### src/rtl/fu_pkg.sv
// -----------------------------------------------------------------------------
// fu_pkg
// Shared definitions for the functional unit (fu), its issue stage (fu_issue)
// and anything that drives them.
//   - Default datapath, opcode and register-address widths.
//   - Instruction word layout {op, rd, ra, rb} and its field offsets.
//   - Opcode values understood by fu.
//   - Bit positions of the Z/N/C/V flags in the {Z,N,C,V} flag vectors.
// -----------------------------------------------------------------------------
package fu_pkg;

   localparam int FU_DSIZE  = 16;
   localparam int FU_OPSIZE = 5;
   localparam int FU_AW     = 3;

   // Instruction word field offsets (LSB of each field) for the default widths
   localparam int INS_RB_LSB = 0;
   localparam int INS_RA_LSB = FU_AW;
   localparam int INS_RD_LSB = 2 * FU_AW;
   localparam int INS_OP_LSB = 3 * FU_AW;
   localparam int INS_W      = FU_OPSIZE + 3 * FU_AW;

   typedef struct packed {
      logic [FU_OPSIZE-1:0] op;
      logic [FU_AW-1:0]     rd;
      logic [FU_AW-1:0]     ra;
      logic [FU_AW-1:0]     rb;
   } ins_t;

   // Opcodes
   localparam logic [FU_OPSIZE-1:0] OP_NOP = 5'h00;
   localparam logic [FU_OPSIZE-1:0] OP_ADD = 5'h01;
   localparam logic [FU_OPSIZE-1:0] OP_SUB = 5'h02;
   localparam logic [FU_OPSIZE-1:0] OP_AND = 5'h03;
   localparam logic [FU_OPSIZE-1:0] OP_OR  = 5'h04;
   localparam logic [FU_OPSIZE-1:0] OP_XOR = 5'h05;

   // Flag bit indices within {Z,N,C,V}
   localparam int FLAG_Z = 3;
   localparam int FLAG_N = 2;
   localparam int FLAG_C = 1;
   localparam int FLAG_V = 0;

endpackage

### src/rtl/fu_regfile.sv
// -----------------------------------------------------------------------------
// fu_regfile
// Register file for the fu issue stage: 2**AW registers of DSIZE bits,
// two combinational read ports and two write ports. The writeback port has
// priority over the preload port when both target the same register.
// Asynchronous active-low reset clears every register.
//   clk, rst_n           clock, async active-low reset
//   ra_addr_i/ra_data_o  read port A
//   rb_addr_i/rb_data_o  read port B
//   wb_en_i/addr/data    writeback port (priority)
//   ld_en_i/addr/data    preload port
// -----------------------------------------------------------------------------
module fu_regfile
   import fu_pkg::*;
#(
   parameter int DSIZE = FU_DSIZE,
   parameter int AW    = FU_AW
) (
   input  logic             clk,
   input  logic             rst_n,
   input  logic [AW-1:0]    ra_addr_i,
   output logic [DSIZE-1:0] ra_data_o,
   input  logic [AW-1:0]    rb_addr_i,
   output logic [DSIZE-1:0] rb_data_o,
   input  logic             wb_en_i,
   input  logic [AW-1:0]    wb_addr_i,
   input  logic [DSIZE-1:0] wb_data_i,
   input  logic             ld_en_i,
   input  logic [AW-1:0]    ld_addr_i,
   input  logic [DSIZE-1:0] ld_data_i
);

   localparam int NREG = 1 << AW;

   logic [DSIZE-1:0] regs_q [NREG];
   logic [NREG-1:0]  wb_sel;
   logic [NREG-1:0]  ld_sel;

   // One-hot write decode per register
   generate
      for (genvar gi = 0; gi < NREG; gi++) begin : g_sel
         assign wb_sel[gi] = wb_en_i && (wb_addr_i == AW'(gi));
         assign ld_sel[gi] = ld_en_i && (ld_addr_i == AW'(gi));
      end
   endgenerate

   always_ff @(posedge clk or negedge rst_n) begin
      if (!rst_n) begin
         for (int i = 0; i < NREG; i++) begin
            regs_q[i] <= '0;
         end
      end else begin
         for (int i = 0; i < NREG; i++) begin
            // A result leaving the pipeline overrides a preload to the same register
            if (wb_sel[i]) begin
               regs_q[i] <= wb_data_i;
            end else if (ld_sel[i]) begin
               regs_q[i] <= ld_data_i;
            end
         end
      end
   end

   assign ra_data_o = regs_q[ra_addr_i];
   assign rb_data_o = regs_q[rb_addr_i];

endmodule

### src/rtl/fu_issue.sv
// -----------------------------------------------------------------------------
// fu_issue
// Issue/operand stage directly upstream of fu. Accepts {op, rd, ra, rb}
// instructions over valid/ready, reads both sources from a local register
// file, and drives registered op/data_a/data_b into fu. Two cycles after
// accept, fu's result is written to regs[rd] and its flags are latched.
// Read-after-write hazards against the two in-flight slots (ISS, EX) stall
// the input by dropping ins_ready and inserting a bubble.
//
// Build option: FU_BYPASS_EN
//   defined   - a source matching the EX slot's rd takes F_i directly;
//               only an ISS match stalls (one bubble for a dependent pair).
//   undefined - any ISS/EX match stalls until the result is in regs
//               (two bubbles for a dependent pair).
//
// Ports
//   clk, rst_n              clock, async active-low reset
//   ins_valid/ins_ready/ins instruction handshake, ins = {op, rd, ra, rb}
//   ld_en/ld_addr/ld_data   register preload
//   op_o, data_a_o, data_b_o  registered operands to fu
//   F_i, flags_i            fu result and {Z,N,C,V}
//   flags_o                 status register {Z,N,C,V}
//   busy_o                  an instruction is in ISS or EX
// -----------------------------------------------------------------------------
module fu_issue
   import fu_pkg::*;
#(
   parameter int DSIZE  = FU_DSIZE,
   parameter int OPSIZE = FU_OPSIZE,
   parameter int AW     = FU_AW
) (
   input  logic                   clk,
   input  logic                   rst_n,
   input  logic                   ins_valid,
   output logic                   ins_ready,
   input  logic [OPSIZE+3*AW-1:0] ins,
   input  logic                   ld_en,
   input  logic [AW-1:0]          ld_addr,
   input  logic [DSIZE-1:0]       ld_data,
   output logic [OPSIZE-1:0]      op_o,
   output logic [DSIZE-1:0]       data_a_o,
   output logic [DSIZE-1:0]       data_b_o,
   input  logic [DSIZE-1:0]       F_i,
   input  logic [3:0]             flags_i,
   output logic [3:0]             flags_o,
   output logic                   busy_o
);

   // Instruction fields
   logic [OPSIZE-1:0] ins_op;
   logic [AW-1:0]     ins_rd;
   logic [1:0][AW-1:0] src;      // [0] = ra, [1] = rb

   assign {ins_op, ins_rd, src[0], src[1]} = ins;

   // Pipeline tracking: only real instructions carry a valid bit
   logic          iss_v_q, ex_v_q;
   logic [AW-1:0] iss_rd_q, ex_rd_q;

   // Operand registers toward fu
   logic [OPSIZE-1:0] op_q,     op_d;
   logic [DSIZE-1:0]  data_a_q, data_a_d;
   logic [DSIZE-1:0]  data_b_q, data_b_d;
   logic [3:0]        flags_q;

   // Register file read data and the operands finally selected
   logic [1:0][DSIZE-1:0] rf_rd;
   logic [1:0][DSIZE-1:0] opnd;

   logic [1:0] hit_iss;
   logic [1:0] hit_ex;
   logic       hazard;
   logic       accept;

   fu_regfile #(
      .DSIZE (DSIZE),
      .AW    (AW)
   ) u_rf (
      .clk       (clk),
      .rst_n     (rst_n),
      .ra_addr_i (src[0]),
      .ra_data_o (rf_rd[0]),
      .rb_addr_i (src[1]),
      .rb_data_o (rf_rd[1]),
      .wb_en_i   (ex_v_q),
      .wb_addr_i (ex_rd_q),
      .wb_data_i (F_i),
      .ld_en_i   (ld_en),
      .ld_addr_i (ld_addr),
      .ld_data_i (ld_data)
   );

   // Per-source comparison against the rd of each valid in-flight slot
   generate
      for (genvar gi = 0; gi < 2; gi++) begin : g_cmp
         assign hit_iss[gi] = iss_v_q && (src[gi] == iss_rd_q);
         assign hit_ex[gi]  = ex_v_q  && (src[gi] == ex_rd_q);
      end
   endgenerate

`ifdef FU_BYPASS_EN
   // The EX result is already on F_i, so it can be forwarded; the ISS result
   // does not exist yet (fu registers it at the next edge), so that stalls.
   // When both slots match, ISS is younger and the stall takes precedence.
   assign hazard = |hit_iss;

   generate
      for (genvar gi = 0; gi < 2; gi++) begin : g_opnd
         assign opnd[gi] = hit_ex[gi] ? F_i : rf_rd[gi];
      end
   endgenerate
`else
   assign hazard = (|hit_iss) | (|hit_ex);

   generate
      for (genvar gi = 0; gi < 2; gi++) begin : g_opnd
         assign opnd[gi] = rf_rd[gi];
      end
   endgenerate
`endif

   // Ready depends only on the instruction and in-flight state, never on valid
   assign ins_ready = !hazard;
   assign accept    = ins_valid && ins_ready;

   // A bubble drives all-zero operands into fu
   always_comb begin
      op_d     = '0;
      data_a_d = '0;
      data_b_d = '0;
      if (accept) begin
         op_d     = ins_op;
         data_a_d = opnd[0];
         data_b_d = opnd[1];
      end
   end

   always_ff @(posedge clk or negedge rst_n) begin
      if (!rst_n) begin
         op_q     <= '0;
         data_a_q <= '0;
         data_b_q <= '0;
         iss_v_q  <= 1'b0;
         iss_rd_q <= '0;
         ex_v_q   <= 1'b0;
         ex_rd_q  <= '0;
         flags_q  <= '0;
      end else begin
         op_q     <= op_d;
         data_a_q <= data_a_d;
         data_b_q <= data_b_d;
         iss_v_q  <= accept;
         iss_rd_q <= ins_rd;
         ex_v_q   <= iss_v_q;
         ex_rd_q  <= iss_rd_q;
         // Flags follow the writeback of a real instruction only
         if (ex_v_q) begin
            flags_q <= flags_i;
         end
      end
   end

   assign op_o     = op_q;
   assign data_a_o = data_a_q;
   assign data_b_o = data_b_q;
   assign flags_o  = flags_q;
   assign busy_o   = iss_v_q | ex_v_q;

endmodule
### config.mk
export PLATFORM = sky130hd
export DESIGN_NAME = fu_issue
export DESIGN_NICKNAME = d
export VERILOG_FILES = /design/src/rtl/fu_pkg.sv /design/src/rtl/fu_regfile.sv /design/src/rtl/fu_issue.sv
export SDC_FILE = /design/constraint.sdc
export NUM_CORES = 1
export LEC_CHECK = 0
export CORE_ASPECT_RATIO = 1.25
export CORE_MARGIN = 10
export CORE_UTILIZATION = 42
export DETAILED_ROUTE_END_ITERATION = 10
export SYNTH_ARGS = -nofsm -noshare
export SYNTH_HDL_FRONTEND = slang
export SYNTH_SLANG_ARGS = --single-unit
### constraint.sdc
create_clock -name clk -period 2.4 [get_ports clk]
set_input_delay 0.6 -clock clk [delete_from_list [all_inputs] [get_ports clk]]
set_output_delay 0.6 -clock clk [all_outputs]
set_load 0.05 [all_outputs]
==> results.tsv <==
metric	value	unit
skew final	0.0110	ns
Power, Total	9.88	mW
Diodes inserted	0	
Synth area leaders	dfrtp_1 44%, mux2i_1 16%, mux4_2 14%, a21oi_1 3.2%, nand2_1 2.7%	
first drt pass iteration count	7	
minimum clock period	2.25	ns
die width	158	um
cts hold-fix bufs	0	
FMAX	0.444	GHz
critical path endpoint category	output pin	
worst relative slew slack	60.0	%
port bufs	99	
CP max-delay cell	clkdlybuf4s50_1	
Mapped Cells	851	
Worst R2R Setup Slack	0.65	ns
Least-Margin Pin Slew	0.600	ns
number of H-tree levels	4	
Root Driver	clkbuf_16	
sequential area share after synthesis	44.1	%
routed len/inst	23.8	um
WP buf/inv	1	
final setup fails	0	
run status	finished clean	
critical path type	flip-flop to output pin	
total track usage	19.5	%
YS warnings	0	
CTS Buffer Depth	2	
VDD IR max	402	uV
initial antenna violation count	0	
clk slew on worst S/H paths	0.07	ns
Core Util, Final	50.6	%
top cells by count, synth	177 x dfrtp_1, 160 x mux2i_1, 73 x nand2_1	
Avg Cell Area, Syn	11.8	sq um
CTS Buf Count	17	
number of max-cap violations	0	
Core Box Area	23600	sq um
Ports	100	
Initial Util	42.4	%
worst endpoint required time	1.80	ns
Leak Pwr	5.07	nW
Final GP Congestion	0.812	
power per cell area	826	nW/um^2
TritonCTS clock tree	yes	
final wirelength	29.0	mm
vias in the first global route	7067	
startpoint types	flip-flop	
Post-Syn Nets	908	
DR iter-0 viols	604	
Final ANT Viol Nets	0	
Final Max Slew Viols	0	
most frequent cell after synthesis	dfrtp_1	
Die Span Y	193	um
first-pass GRT wire length	44.5	mm
Yosys top cell by area	dfrtp_1	
worst skew pair latency	0.44	ns
top-area cell type share of the netlist area	44.1	%
Mapped Area	10000	sq um
final HPWL from detailed placement	18.1	mm
Die ar.	30500	sq um
Crit path max-delay family	buffers and inverters	
layout cells sized above 1	19.9	%
crit path cell chain	clkdlybuf4s50_1	
Sink Count	177	
Tcrit/Tclk final	93.9	%
ys flop type	dfrtp_1	
Critical Path AT	1.65	ns
largest net degree at the start of global routing	55	
Area Overhead vs Synth	19.2	%
Via Count	6927	
# rows	63	
Final Hold Vio Count	0	
Setup TNS	0	ns
crit-path max FO	1	
EDFF count, synth	0	
DRC viols	0	
async set-reset flop share out of synthesis	100	%
RSZ-0062 raised after global routing	no	
post-CTS setup repair buffer count	0	
vias per std cell	5.69	
final net count	970	
worst hold path class	primary input to async pin	
Remaining Overflow, GRT	0	
post-synth cell types	30	
#FFs+latches synth	177	
CP peak stage delay	0.83	ns
-- routing by layer --
layer  up-vias  track usage [%]  part of all wire [%]
li1       3203                -                     -
met2       202             32.7                    51
met5         -                0                     0
met3        27             3.55                   5.1
met4         0             6.10                   1.7
met1      3495             25.1                    43
-- registers in the layout, indices dropped and copies added, names as in the netlist --
name and flops:
iss_rd_q 3, iss_v_q 1, op_o 5, data_a_o 16
u_rf.regs_q 128, flags_o 4, data_b_o 16, ex_rd_q 3
ex_v_q 1
-- cells by family after synthesis --
kind of cell	after synthesis	share of synthesized area [%]
mux	228	30.8
simple gates	199	11.3
flops	177	44.1
compound gates	128	6.38
buf+inv	107	6.34
xor+xnor	12	1.05
-- report_power, final --
| group | total [mW] | leakage, nW | internal [mW] | switching (mW) |
|---|---|---|---|---|
| registers | 4.20 | 2.13 | 3.69 | 0.510 |
| logic | 2.92 | 2.67 | 1.45 | 1.47 |
| clock network | 2.77 | 0.278 | 1.47 | 1.30 |
-- what timing repair did --
action	4_1_cts	5_1_grt
gates resized for setup	1	5
pin swaps	0	2
endpoints found under the setup margin	1	1
-- placed cells by master (no fill, tap or decap), types with 12 or more instances in the layout --
cell,count
o21ai_1,52
nand2_1,71
dfrtp_1,177
nor2_1,64
buf_12,17
clkdlybuf4s50_1,90
clkbuf_16,17
a21oi_1,64
o21ai_0,12
nor4b_2,13
mux4_2,64
mux2i_1,160
buf_4,36
xnor2_1,12
nor4b_1,19
-- final timing paths --
check | to | cells past startpoint | startpoint
setup / recovery | data_b_o[6] | 1 | data_b_o[6]
hold / removal | u_rf.regs_q[77] | 1 | rst_n
setup reg to reg | data_a_o[12] | 6 | ex_rd_q[1]
hold reg to reg | ex_rd_q[1] | 0 | iss_rd_q[1]
max in group asynchronous | u_rf.regs_q[49] | 2 | rst_n
min in group clk | ex_rd_q[1] | 0 | iss_rd_q[1]
-- metrics by stage --
step	setup WS [ns]	hold WS (ns)	area (sq um)	cells
finish	0.147	0.133	12000	1218
global route	0.0549	0.166	12000	1218
CTS	0.0378	0.150	12000	1218
detailed placement	-0.0352	0.468	11400	1186
global placement	0.00132	0.460	11400	1186
floorplan	0.0505	0.304	10000	851
-- area by class of cell --
class	instances	area (sq um)
Sequential cell	177	4430
Timing Repair Buffer	150	1580
Clock inverter	15	151
Tap cell	292	365
Fill cell	2008	11700
Clock buffer	17	425
Multi-Input combinational cell	567	5010
Power figures use the tool's default switching activity.
